`src/rtl/coin_change_seq.sv`:
```
// Greedy, inventory-aware coin change decomposer: one subtraction or one slot advance per clock.
// Optional COIN_STROBE_EN adds a one-hot per-coin strobe on every subtraction edge.
module coin_change_seq #(
    parameter int AMT_W  = 9,
    parameter int CNT_W  = 4,
    parameter int DENOM0 = 100,
    parameter int DENOM1 = 25,
    parameter int DENOM2 = 10,
    parameter int DENOM3 = 5
) (
    input  logic               clk,
    input  logic               rst_n,
    input  logic               start_i,
    input  logic [AMT_W-1:0]   amount_i,
    input  logic [4*CNT_W-1:0] inv_i,
    output logic               busy_o,
    output logic               done_o,
    output logic               ok_o,
    output logic               err_o,
    output logic [4*CNT_W-1:0] counts_o,
    output logic [AMT_W-1:0]   remainder_o,
    output logic [3:0]         coin_stb_o
);
    typedef enum logic {IDLE, CALC} state_t;

    localparam logic [AMT_W-1:0] DENOM [4] = '{AMT_W'(DENOM0), AMT_W'(DENOM1),
                                               AMT_W'(DENOM2), AMT_W'(DENOM3)};

    state_t                  state, state_n;
    logic [AMT_W-1:0]        rem, rem_n;
    logic [3:0][CNT_W-1:0]   cnt, cnt_n, inv, inv_n;
    logic [2:0]              idx, idx_n;
    logic                    ok, ok_n, err, err_n, done, done_n;
    logic [3:0]              stb_n;
    logic [1:0]              slot;

    assign slot = idx[1:0];

    always_ff @(posedge clk or negedge rst_n) begin
        if (!rst_n) begin
            state <= IDLE;
            rem   <= '0;
            cnt   <= '0;
            inv   <= '0;
            idx   <= '0;
            ok    <= 1'b0;
            err   <= 1'b0;
            done  <= 1'b0;
        end else begin
            state <= state_n;
            rem   <= rem_n;
            cnt   <= cnt_n;
            inv   <= inv_n;
            idx   <= idx_n;
            ok    <= ok_n;
            err   <= err_n;
            done  <= done_n;
        end
    end

    always_comb begin
        state_n = state;
        rem_n   = rem;
        cnt_n   = cnt;
        inv_n   = inv;
        idx_n   = idx;
        ok_n    = ok;
        err_n   = err;
        done_n  = 1'b0;
        stb_n   = '0;
        case (state)
            IDLE: begin
                if (start_i) begin
                    rem_n   = amount_i;
                    inv_n   = inv_i;
                    cnt_n   = '0;
                    idx_n   = '0;
                    ok_n    = 1'b0;
                    err_n   = 1'b0;
                    state_n = CALC;
                end
            end
            CALC: begin
                if (rem == '0) begin
                    state_n = IDLE;
                    done_n  = 1'b1;
                    ok_n    = 1'b1;
                end else if (idx == 3'd4) begin
                    state_n = IDLE;
                    done_n  = 1'b1;
                    err_n   = 1'b1;
                // a slot is abandoned on shortfall, empty inventory or a saturated count
                end else if (rem >= DENOM[slot] && cnt[slot] < inv[slot] && cnt[slot] != '1) begin
                    rem_n       = rem - DENOM[slot];
                    cnt_n[slot] = cnt[slot] + CNT_W'(1);
                    stb_n[slot] = 1'b1;
                end else begin
                    idx_n = idx + 3'd1;
                end
            end
            default: state_n = IDLE;
        endcase
    end

`ifdef COIN_STROBE_EN
    logic [3:0] stb;
    always_ff @(posedge clk or negedge rst_n) begin
        if (!rst_n) stb <= '0;
        else        stb <= stb_n;
    end
    assign coin_stb_o = stb;
`else
    logic unused_stb;
    assign unused_stb = ^stb_n;
    assign coin_stb_o = '0;
`endif

    assign busy_o      = (state == CALC);
    assign done_o      = done;
    assign ok_o        = ok;
    assign err_o       = err;
    assign counts_o    = cnt;
    assign remainder_o = rem;

endmodule

```
`config.mk`:
```
export PLATFORM = sky130hd
export DESIGN_NAME = coin_change_seq
export DESIGN_NICKNAME = d
export VERILOG_FILES = /design/src/rtl/coin_change_seq.sv
export SDC_FILE = /design/constraint.sdc
export NUM_CORES = 1
export LEC_CHECK = 0
export ABC_AREA = 1
export BUFFER_PORTS_ARGS = -buffer_cell sky130_fd_sc_hd__buf_4
export CAP_MARGIN = 0
export CORE_MARGIN = 2
export CORE_UTILIZATION = 44
export CTS_CLUSTER_DIAMETER = 200
export DETAILED_ROUTE_END_ITERATION = 10
export PLACE_DENSITY = 0.68
export SLEW_MARGIN = 20
export SYNTH_ARGS = -nofsm -noshare
export SYNTH_HDL_FRONTEND = slang
export SYNTH_SLANG_ARGS = --single-unit
```
`constraint.sdc`:
```
create_clock -name clk -period 4 [get_ports clk]
set_input_delay 0 -clock clk [delete_from_list [all_inputs] [get_ports clk]]
set_output_delay 0 -clock clk [all_outputs]
set_load 0.05 [all_outputs]
```
==> parameters.txt <==
Parameter                              Value

Die
  Standard-cell rows ... 30
  Effective utilization at floorplan ... 45.0%
  Chip Height ... slightly below 90 µm
  Ports ... 61
  Core footprint ... about 0.0067 mm²
  Die W ... slightly below 90 µm
  Area enclosed by the die boundary ... between 0.007 and 0.008 mm²

STA
  Fmax ... 352 MHz
  Slew HR ... around 52%
  Final-report hold violation count ... 1
  Min Tclk post-route ... about 2800 ps
  Max Clock Skew ... 11.6 ps
  Portion of the clock cycle consumed by the worst path in the final layout ... about 71%
  Setup violation total in the final timing report ... 0
  Sum Neg Setup Slack ... 0 ps
  Worst-margin pin slew ... approximately 720 ps
  Final count of pins violating max slew ... 0
  RSZ-0062 raised after global routing ... false
  WHS ... -0.0242 ps

Worst setup path
  WP data arrival ... just over 3000 ps
  Reg-to-reg setup timing slack ... 1160 ps
  R2R depth ... 15
  End of the worst register-to-register path ... remainder_o[0]
  Kind of end point of the critical path ... register
  Worst Setup Start Kind ... register
  Required @ worst endpoint ... ~4200 ps
  Launching point of the worst reg2reg path ... idx[1]
  Type of the worst setup path ... reg -> reg
  Highest net fanout along the worst path ... 24

Worst hold path
  End point of the worst hold path ... remainder_o[2]
  Min-Delay Path Class ... in -> reg
  Hold depth ... 3
  Startpoint of the worst hold path ... amount_i[2]

Place
  Detailed placer's ending HPWL ... about 5400 µm
  Port Buf Inserts ... 56
  Total placed instance area ... around 0.0035 mm²
  Last weighted congestion value of the routability-driven placer ... around 0.9

Global route
  Number of antenna violations at the first check in global routing ... 0
  Maximum number of pins on one net before global-route repair ... 49
  Global-route wire length before repair ... 12400 µm
  Global route overflow ... 0
  Number of global-route vias before repair ... approximately 2600
  Overall Global Routing Usage ... between 20 and 25%

Clocking
  CTS sink count ... between 40 and 50
  Maximum count of clock buffers along a single path ... 2
  # H-tree levels ... 2
  Clk Tree Root Cell ... sky130_fd_sc_hd__clkbuf_8
  Clock insertion delay at the later pin of the skew report ... roughly 310 ps
  Clock-pin slew on the worst setup and hold paths ... about 100 ps
  TritonCTS clock tree ... yes
  Number of buffers added by the clock tree synthesis step ... 5

Status
  Status ... finished with violations
  Failing checks ... hold timing

Cells and area
  Diode count ... 0
  # nets final ... 520
  Fraction of layout cells with a size suffix above 1 ... 18.7%
  Layout-stage area growth over the synthesis result ... 23.8%
  Layout Cell Area excl Fill ... between 0.003 and 0.004 mm²

Routing
  Detailed-route vias per instance ... roughly 5.1
  Number of iterations in the first detailed-routing pass ... 4
  Iter 0 DRT Violations ... approximately 180
  Post-detailed-routing wire length ... about 7400 µm
  Via count ... around 2800
  Post-route ant nets ... 0
  Post-route DRC ... 0
  Average wire per cell in the routed design ... approximately 13 µm

Synthesis
  Post-synthesis register bit count ... 48
  Synth Flop Type ... sky130_fd_sc_hd__dfrtp_1
  Count of different cell masters after synthesis ... 37
  Number of synthesized flops with an enable pin ... 0
  Cell count after synthesis ... approximately 410
  Sequential-to-total area share from yosys stat ... 39.7%
  Average size of a mapped cell ... around 7.4 µm²
  Proportion of synthesized flip-flops having asynchronous set or reset ... 100%
  Combined area of all synthesized cells ... 0.00302 mm²
  Number of warnings printed during yosys synthesis ... 0

Run
  Max-cap violations ... 0
## through the flow
step / std cells / util (%) / worst slack (ps)
6_report: 557 / 55.7 / 1160
5_1_grt: 557 / 55.7 / 823
4_1_cts: 557 / 55.7 / 1160
3_5_place_dp: 530 / 51.5 / 1170
3_3_place_gp: 530 / 51.5 / 1300
2_1_floorplan: 409 / - / 1450
## worst max path at each step
stage / startpoint / to / slack, ps / cells after the start
finish: idx[1] / remainder_o[0] / 1160 / 15
global route: idx[1] / counts_o[9] / 820 / 15
CTS: idx[1] / remainder_o[0] / 1160 / 15
detailed placement: idx[1] / remainder_o[0] / 1170 / 15
global placement: idx[1] / remainder_o[0] / 1300 / 15
floorplan: idx[0] / remainder_o[6] / 1450 / 17
## synthesized netlist by cell type (all sizes together), types with 3 or more instances
master | count | area (µm²)
nand3 | 23 | 138
o21ai | 20 | 126
nor2 | 15 | 61.3
inv | 44 | 168
clkbuf | 4 | 15.0
nand2 | 174 | 676
nand4 | 18 | 113
dfrtp | 48 | 1200
buf | 14 | 105
ha | 15 | 188
a32o | 3 | 30.0
a21oi | 10 | 61.3
o22ai | 3 | 18.8
## critical path, stage by stage, from the launching register on
cell and delay (ps):
sky130_fd_sc_hd__dfrtp_1 520, sky130_fd_sc_hd__inv_2 180, sky130_fd_sc_hd__ha_1 350, sky130_fd_sc_hd__inv_1 50, sky130_fd_sc_hd__ha_1 330, sky130_fd_sc_hd__nand2_1 80, sky130_fd_sc_hd__nor2_1 110, sky130_fd_sc_hd__nand2_1 60
sky130_fd_sc_hd__nand3_1 120, sky130_fd_sc_hd__a21oi_1 100, sky130_fd_sc_hd__nor2_2 100, sky130_fd_sc_hd__nand2_2 90, sky130_fd_sc_hd__nand2_4 240, sky130_fd_sc_hd__nand2_4 200, sky130_fd_sc_hd__nand2_1 140, sky130_fd_sc_hd__o21ai_2 50
## cell usage in the layout, fill, tap and decap left out, types with 2 or more instances in the layout
| master | netlist | final |
|---|---|---|
| sky130_fd_sc_hd__ha_1 | 15 | 15 |
| sky130_fd_sc_hd__a32o_1 | 3 | 3 |
| sky130_fd_sc_hd__xnor2_1 | 2 | 2 |
| sky130_fd_sc_hd__nand4_1 | 18 | 18 |
| sky130_fd_sc_hd__nand2_4 | 2 | 2 |
| sky130_fd_sc_hd__nand3_2 | 2 | 2 |
| sky130_fd_sc_hd__nand2_2 | 3 | 3 |
| sky130_fd_sc_hd__conb_1 | 1 | 4 |
| sky130_fd_sc_hd__dlygate4sd3_1 | 0 | 19 |
| sky130_fd_sc_hd__o21ai_0 | 13 | 13 |
| sky130_fd_sc_hd__nand3_1 | 20 | 20 |
| sky130_fd_sc_hd__o21ai_2 | 7 | 7 |
| sky130_fd_sc_hd__xor2_1 | 2 | 2 |
| sky130_fd_sc_hd__nor2_2 | 2 | 2 |
| sky130_fd_sc_hd__nand2_1 | 169 | 169 |
| sky130_fd_sc_hd__inv_1 | 42 | 42 |
| sky130_fd_sc_hd__o22ai_1 | 3 | 3 |
| sky130_fd_sc_hd__nor2_1 | 13 | 13 |
| sky130_fd_sc_hd__mux2i_1 | 2 | 2 |
| sky130_fd_sc_hd__a21oi_1 | 9 | 9 |
| sky130_fd_sc_hd__clkbuf_8 | 0 | 6 |
| sky130_fd_sc_hd__buf_4 | 7 | 59 |
| sky130_fd_sc_hd__dfrtp_1 | 48 | 48 |
## sequential cells by signal (all words and copies together), names as in the netlist
name / cells
remainder_o: 9
ok_o: 1
counts_o: 16
busy_o: 1
done_o: 1
inv: 16
err_o: 1
idx: 3
## cells by family (layout without fill, tap and decap cells)
| kind of cell | after synthesis | after routing | share of synthesized area [%] |
|---|---|---|---|
| flops | 48 | 48 | 39.7 |
| mux | 2 | 2 | 0.662 |
| other cells | 1 | 4 | 0.124 |
| simple gates | 233 | 233 | 33.2 |
| fa+ha+maj | 16 | 16 | 6.87 |
| compound gates | 39 | 39 | 8.57 |
| xor+xnor | 4 | 4 | 1.16 |
| buf+inv | 63 | 131 | 9.64 |
## layout make-up
| cell class | instances | area, µm² |
|---|---|---|
| Timing Repair Buffer | 78 | 633 |
| Sequential cell | 48 | 1200 |
| Inverter | 45 | 171 |
| Multi-Input combinational cell | 298 | 1540 |
| Tap cell | 80 | 100 |
| Fill cell | 660 | 2980 |
| Clock buffer | 6 | 82.6 |
| Clock inverter | 2 | 13.8 |
## routing by layer
| layer | wire [µm] | global-route usage, % | vias to the layer above |
|---|---|---|---|
| li1 | - | - | 1427 |
| met1 | 3370 | 28.2 | 1304 |
| met2 | 3600 | 34.6 | 72 |
| met3 | 334 | 2.84 | 10 |
| met4 | 116 | 5.68 | 0 |
| met5 | 0 | 0 | - |
## timing repair
| action | CTS | global route |
|---|---|---|
| hold endpoints to repair | 66 | 0 |
| hold buffers | 19 | 0 |
| setup buffers | 0 | 0 |
| resized for setup | 0 | 0 |
| endpoints found under the setup margin | 0 | 0 |
Power is not shown: default switching activity piles up to over one toggle a cycle in this logic, so the estimate is an artifact.
